**config.mk**
```make
export PLATFORM = sky130hd
export DESIGN_NAME = sigma_delta_dac
export DESIGN_NICKNAME = d
export VERILOG_FILES = /design/src/rtl/sigma_delta_dac.sv
export SDC_FILE = /design/constraint.sdc
export NUM_CORES = 1
export LEC_CHECK = 0
export ABC_AREA = 1
export CORE_MARGIN = 2
export CORE_UTILIZATION = 45
export CTS_BUF_LIST = sky130_fd_sc_hd__clkbuf_4 sky130_fd_sc_hd__clkbuf_8
export DETAILED_ROUTE_END_ITERATION = 16
export GPL_ROUTABILITY_DRIVEN = 0
export GPL_TIMING_DRIVEN = 1
export HOLD_SLACK_MARGIN = 0.03
export PLACE_DENSITY = 0.64
export SYNTH_ARGS = -nofsm -noshare
export SYNTH_HDL_FRONTEND = slang
export SYNTH_SLANG_ARGS = --single-unit
```
**constraint.sdc**
```tcl
create_clock -name clk -period 3.56 [get_ports clk]
set_input_delay 0.712 -clock clk [delete_from_list [all_inputs] [get_ports clk]]
set_output_delay 0.712 -clock clk [all_outputs]
set_load 0.05 [all_outputs]
```
**src/rtl/sigma_delta_dac.sv**
```systemverilog
// First-order single-bit sigma-delta DAC with a one-deep sample holding register.
// Define SIGMA_DELTA_DAC_DITHER_EN to add LFSR carry-in dither to the modulator.
module sigma_delta_dac #(
  parameter int OVERSAMPLE_RATE = 256,
  parameter int DAC_BITLEN      = 16,
  parameter bit SIGNED_INPUT    = 1'b0
) (
  input  logic                  clk,
  input  logic                  rst,
  input  logic [DAC_BITLEN-1:0] dac_input,
  input  logic                  dac_valid,
  output logic                  dac_ready,
  output logic                  dac_output,
  output logic                  dac_underrun
);
  localparam int PW = $clog2(OVERSAMPLE_RATE);
  localparam logic [DAC_BITLEN-1:0] MIDSCALE   = {1'b1, {(DAC_BITLEN-1){1'b0}}};
  localparam logic [DAC_BITLEN-1:0] IN_FLIP    = SIGNED_INPUT ? MIDSCALE : '0;
  localparam logic [PW-1:0]         LAST_PHASE = PW'(OVERSAMPLE_RATE - 1);

  typedef struct packed {
    logic                  full;
    logic [DAC_BITLEN-1:0] data;
  } hold_t;

  logic [PW-1:0]         phase;
  hold_t                 hold;
  logic [DAC_BITLEN-1:0] active;
  logic [DAC_BITLEN:0]   acc;
  logic                  run;
  logic [DAC_BITLEN-1:0] sample;
  logic                  hs;
  logic                  boundary;
  logic                  cin;
  logic [DAC_BITLEN:0]   acc_sum;

  // Signed samples become offset binary on capture so the modulator is unipolar.
  assign sample     = dac_input ^ IN_FLIP;
  assign dac_ready  = run & ~hold.full;
  assign hs         = dac_valid & dac_ready;
  assign boundary   = (phase == LAST_PHASE);
  assign acc_sum    = {1'b0, acc[DAC_BITLEN-1:0]} + {1'b0, active} + {{DAC_BITLEN{1'b0}}, cin};
  assign dac_output = acc[DAC_BITLEN];

  always_ff @(posedge clk) begin
    if (!rst) begin
      phase        <= '0;
      hold         <= '0;
      active       <= MIDSCALE;
      acc          <= '0;
      run          <= 1'b0;
      dac_underrun <= 1'b0;
    end else begin
      run          <= 1'b1;
      phase        <= phase + PW'(1);
      acc          <= acc_sum;
      dac_underrun <= 1'b0;
      if (boundary) begin
        if (hold.full) begin
          active    <= hold.data;
          hold.full <= 1'b0;
        end else if (hs) begin
          active <= sample;
        end else begin
          dac_underrun <= 1'b1;
        end
      end else if (hs) begin
        hold <= '{full: 1'b1, data: sample};
      end
    end
  end

`ifdef SIGMA_DELTA_DAC_DITHER_EN
  // Maximal-length x^16+x^14+x^13+x^11+1; nonzero seed keeps it out of the lock-up state.
  logic [15:0] lfsr;
  always_ff @(posedge clk) begin
    if (!rst) lfsr <= 16'hACE1;
    else      lfsr <= {lfsr[14:0], lfsr[15] ^ lfsr[13] ^ lfsr[12] ^ lfsr[10]};
  end
  assign cin = lfsr[0];
`else
  assign cin = 1'b0;
`endif

endmodule

```
==> summary.md <==
| Metric | Value |
|---|---|
| Slew @ Worst Pin | 0.6676 ns |
| Register area share after synthesis | 0.3674 |
| # diodes | 0 |
| CP required | 2.85 ns |
| Full die area | 7963 µm² |
| # rows | 31 |
| Total number of yosys warnings | 0 |
| Clock-pin slew on the worst setup and hold paths | 0.07 ns |
| Clk_lat worst skew | 0.34 ns |
| Status | complete, no violations |
| Most frequent cell after synthesis | nand2_1 |
| Max Slew Vio Count | 0 |
| #FFs+latches synth | 60 |
| Primary FF master, synth | dfxtp_1 |
| Fill cells | 772 |
| Synth Area in Simple Gates | 0.3559 |
| Hold Fails Final Rpt | 0 |
| Routed wire length | 6.633 mm |
| Synth Instances | 500 |
| Clk buf depth | 2 |
| Clock Sinks | 60 |
| GR Util All Layers | 0.1851 |
| WL/cell | 10.68 µm |
| Kind of critical path | flip-flop to output pin |
| Area of the multi-input gates | 1729 µm² |
| CTS H-tree depth | 3 |
| Final hold slack | 0.4539 ns |
| Post-CTS Hold Buffers | 0 |
| Initial antenna violation count | 0 |
| Synth Area in Compound Gates | 0.09912 |
| Post-synth net total | 537 |
| Arrival time at the worst endpoint | 1.81 ns |
| Routed wl met2 | 2.677 mm |
| Clk_skew | 0.007135 ns |
| Average size of a mapped cell | 6.539 µm² |
| Synth Area in XOR/XNOR | 0.002679 |
| Synth cell count leaders | 118 x nand2_1, 89 x nor2_1, 63 x inv_1, 60 x dfxtp_1, 53 x a21oi_1 |
| Max incr delay on CP | 0.81 ns |
| Hpwl dp | 4.900 mm |
| Hold_sp | phase[0] |
| Post-synth EDFFs | 0 |
| Static Leakage | 1.890 nW |
| Area Growth Syn to Fin | 14.54% |
| DRT iter0 DRCs | 85 |
| Tmin final | 2.526 ns |
| Area post-placement | 3550 µm² |
| Crit path cell chain | buf_4 > nor2_1 > clkdlybuf4s50_1 |
| Crit Reg-Reg Startpoint | phase[0] |
| Setup TNS | 0 ns |
| WP buf/inv | 2 |
| Wl on met1 | 3.593 mm |
| CP max-delay cell | clkdlybuf4s50_1 |
| Initial core utilization | 0.4581 |
| Vias in the first global route | 2644 |
| Final Cycle Share | 0.7096 |
| Maximum VDD drop | 0.2194 mV |
| Post-synthesis mux area share | 0 |
| Die Ht | 89.24 µm |
| Largest net degree at the start of global routing | 36 |
| I/O Pins | 22 |
| Max Cap Violations | 0 |
| Drt pass-1 iters | 4 |
| Post-synth ARST share | 0 |
| Dominant combinational cell family by area after synthesis | simple AND/OR/NAND/NOR gates |
| Synth area leaders | dfxtp_1 37%, nand2_1 14%, nor2_1 10% |
| # setup viols final | 0 |
| Post-synth top area share | 0.3674 |
| Root Driver | clkbuf_8 |
| First-pass GRT wire length | 11.47 mm |
| CP max FO | 35 |
| Sequential cell area | 1201 µm² |
| RSZ-0062 raised after global routing | false |
| Critical Path Sink Type | output pin |
| Total power | 0.001438 W |
| Routed wl met3 | 179 µm |
| Avg Vias per Cell | 4.697 |
| HP Class | flip-flop to flip-flop |
| Synth Area in Adders | 0.07118 |
| Worst setup startpoint | hold[16] |
| Vias | 2917 |
| CTS buffer count | 9 |
| Die span in x | 89.24 µm |
| Design area | 3745 µm² |
| Fmax | 0.3959 GHz |
| CP top delay family | buffers and inverters |
| Remaining Overflow, GRT | 0 |
| Post-synth cell types | 30 |
| Area leader, netlist | dfxtp_1 |
| ANT nets after route | 0 |
| Slew HR | 0.5549 |
| IO buf count | 21 |
| P per Cell Area | 384.1 nW/µm² |
| Cell Area, Synth | 3269 µm² |
| Post-CTS setup buffer count | 0 |
| Core ar. | 7137 µm² |
| Layout cells sized above 1 | 0.06513 |
| Crit path launch type | flip-flop |
| CTS tree | done |
| Highest routed layer | met4 |
| Final core utilization | 0.5247 |
| Cts repair resizes | 0 |
| Post-route DRC | 0 |
| NumNets Final | 555 |
## stage by stage
step	setup slack [ns]	std cells
after floorplan	1.556	500
after global placement	1.164	606
after detailed placement	1.131	606
after CTS	1.017	621
after global routing	0.9574	621
final	1.034	621
## layout by cell type (no fill, tap or decap), types with 2 or more instances in the layout
cell type	n
a21oi_1	53
nand3b_1	2
nor3_1	7
buf_4	5
nand3_1	44
nor2_1	89
inv_2	3
clkdlybuf4s50_1	21
o21ai_0	10
inv_1	63
or2_2	2
dfxtp_1	60
ha_1	17
clkinvlp_4	2
clkbuf_8	10
nand2_1	118
## registers in the layout (all words and copies together), names as in the netlist
name          cells
active           16
hold             17
phase             8
run               1
acc              17
dac_underrun      1
## kinds of logic (layout without fill, tap and decap cells)
logic type / count (synthesis) / after routing
adder cells (fa/ha/maj): 18 / 18
XOR/XNOR: 1 / 1
AND/OR/NAND/NOR: 272 / 272
buffers and inverters: 85 / 107
flip-flops: 60 / 60
AO/OA/AOI/OAI: 64 / 64
## where the power goes
| part | switching [W] | internal [W] | leakage, nW | total, W |
|---|---|---|---|---|
| registers | 0.00000908 | 0.000689 | 0.488 | 0.000699 |
| clock network | 0.000269 | 0.000345 | 0.0948 | 0.000614 |
| logic | 0.0000723 | 0.0000540 | 1.31 | 0.000126 |
## layer usage
layer,vias up,global-route usage
met5,-,0
met4,0,0.1031
met3,15,0.03047
met2,47,0.2626
met1,1248,0.2655
li1,1607,-
## path summary, 6_finish.rpt
path                            slack [ns]  cells past startpoint    endpoint
worst max register to register        1.77                      8  active[12]
worst min register to register        0.45                      1    phase[0]
worst max-delay path                  1.03                      3   dac_ready
worst min-delay path                  0.45                      1    phase[0]
## final cells by class
cell class              instances  share of cell area
well taps                      99             0.03308
flip-flops and latches         60              0.3207
multi-input cells             355              0.4617
clock inverters                 4             0.01336
clock buffers                  11             0.03876
repair buffers                 26             0.06615
inverters                      66             0.06615
No activity file was read; power rests on OpenSTA's default activity.
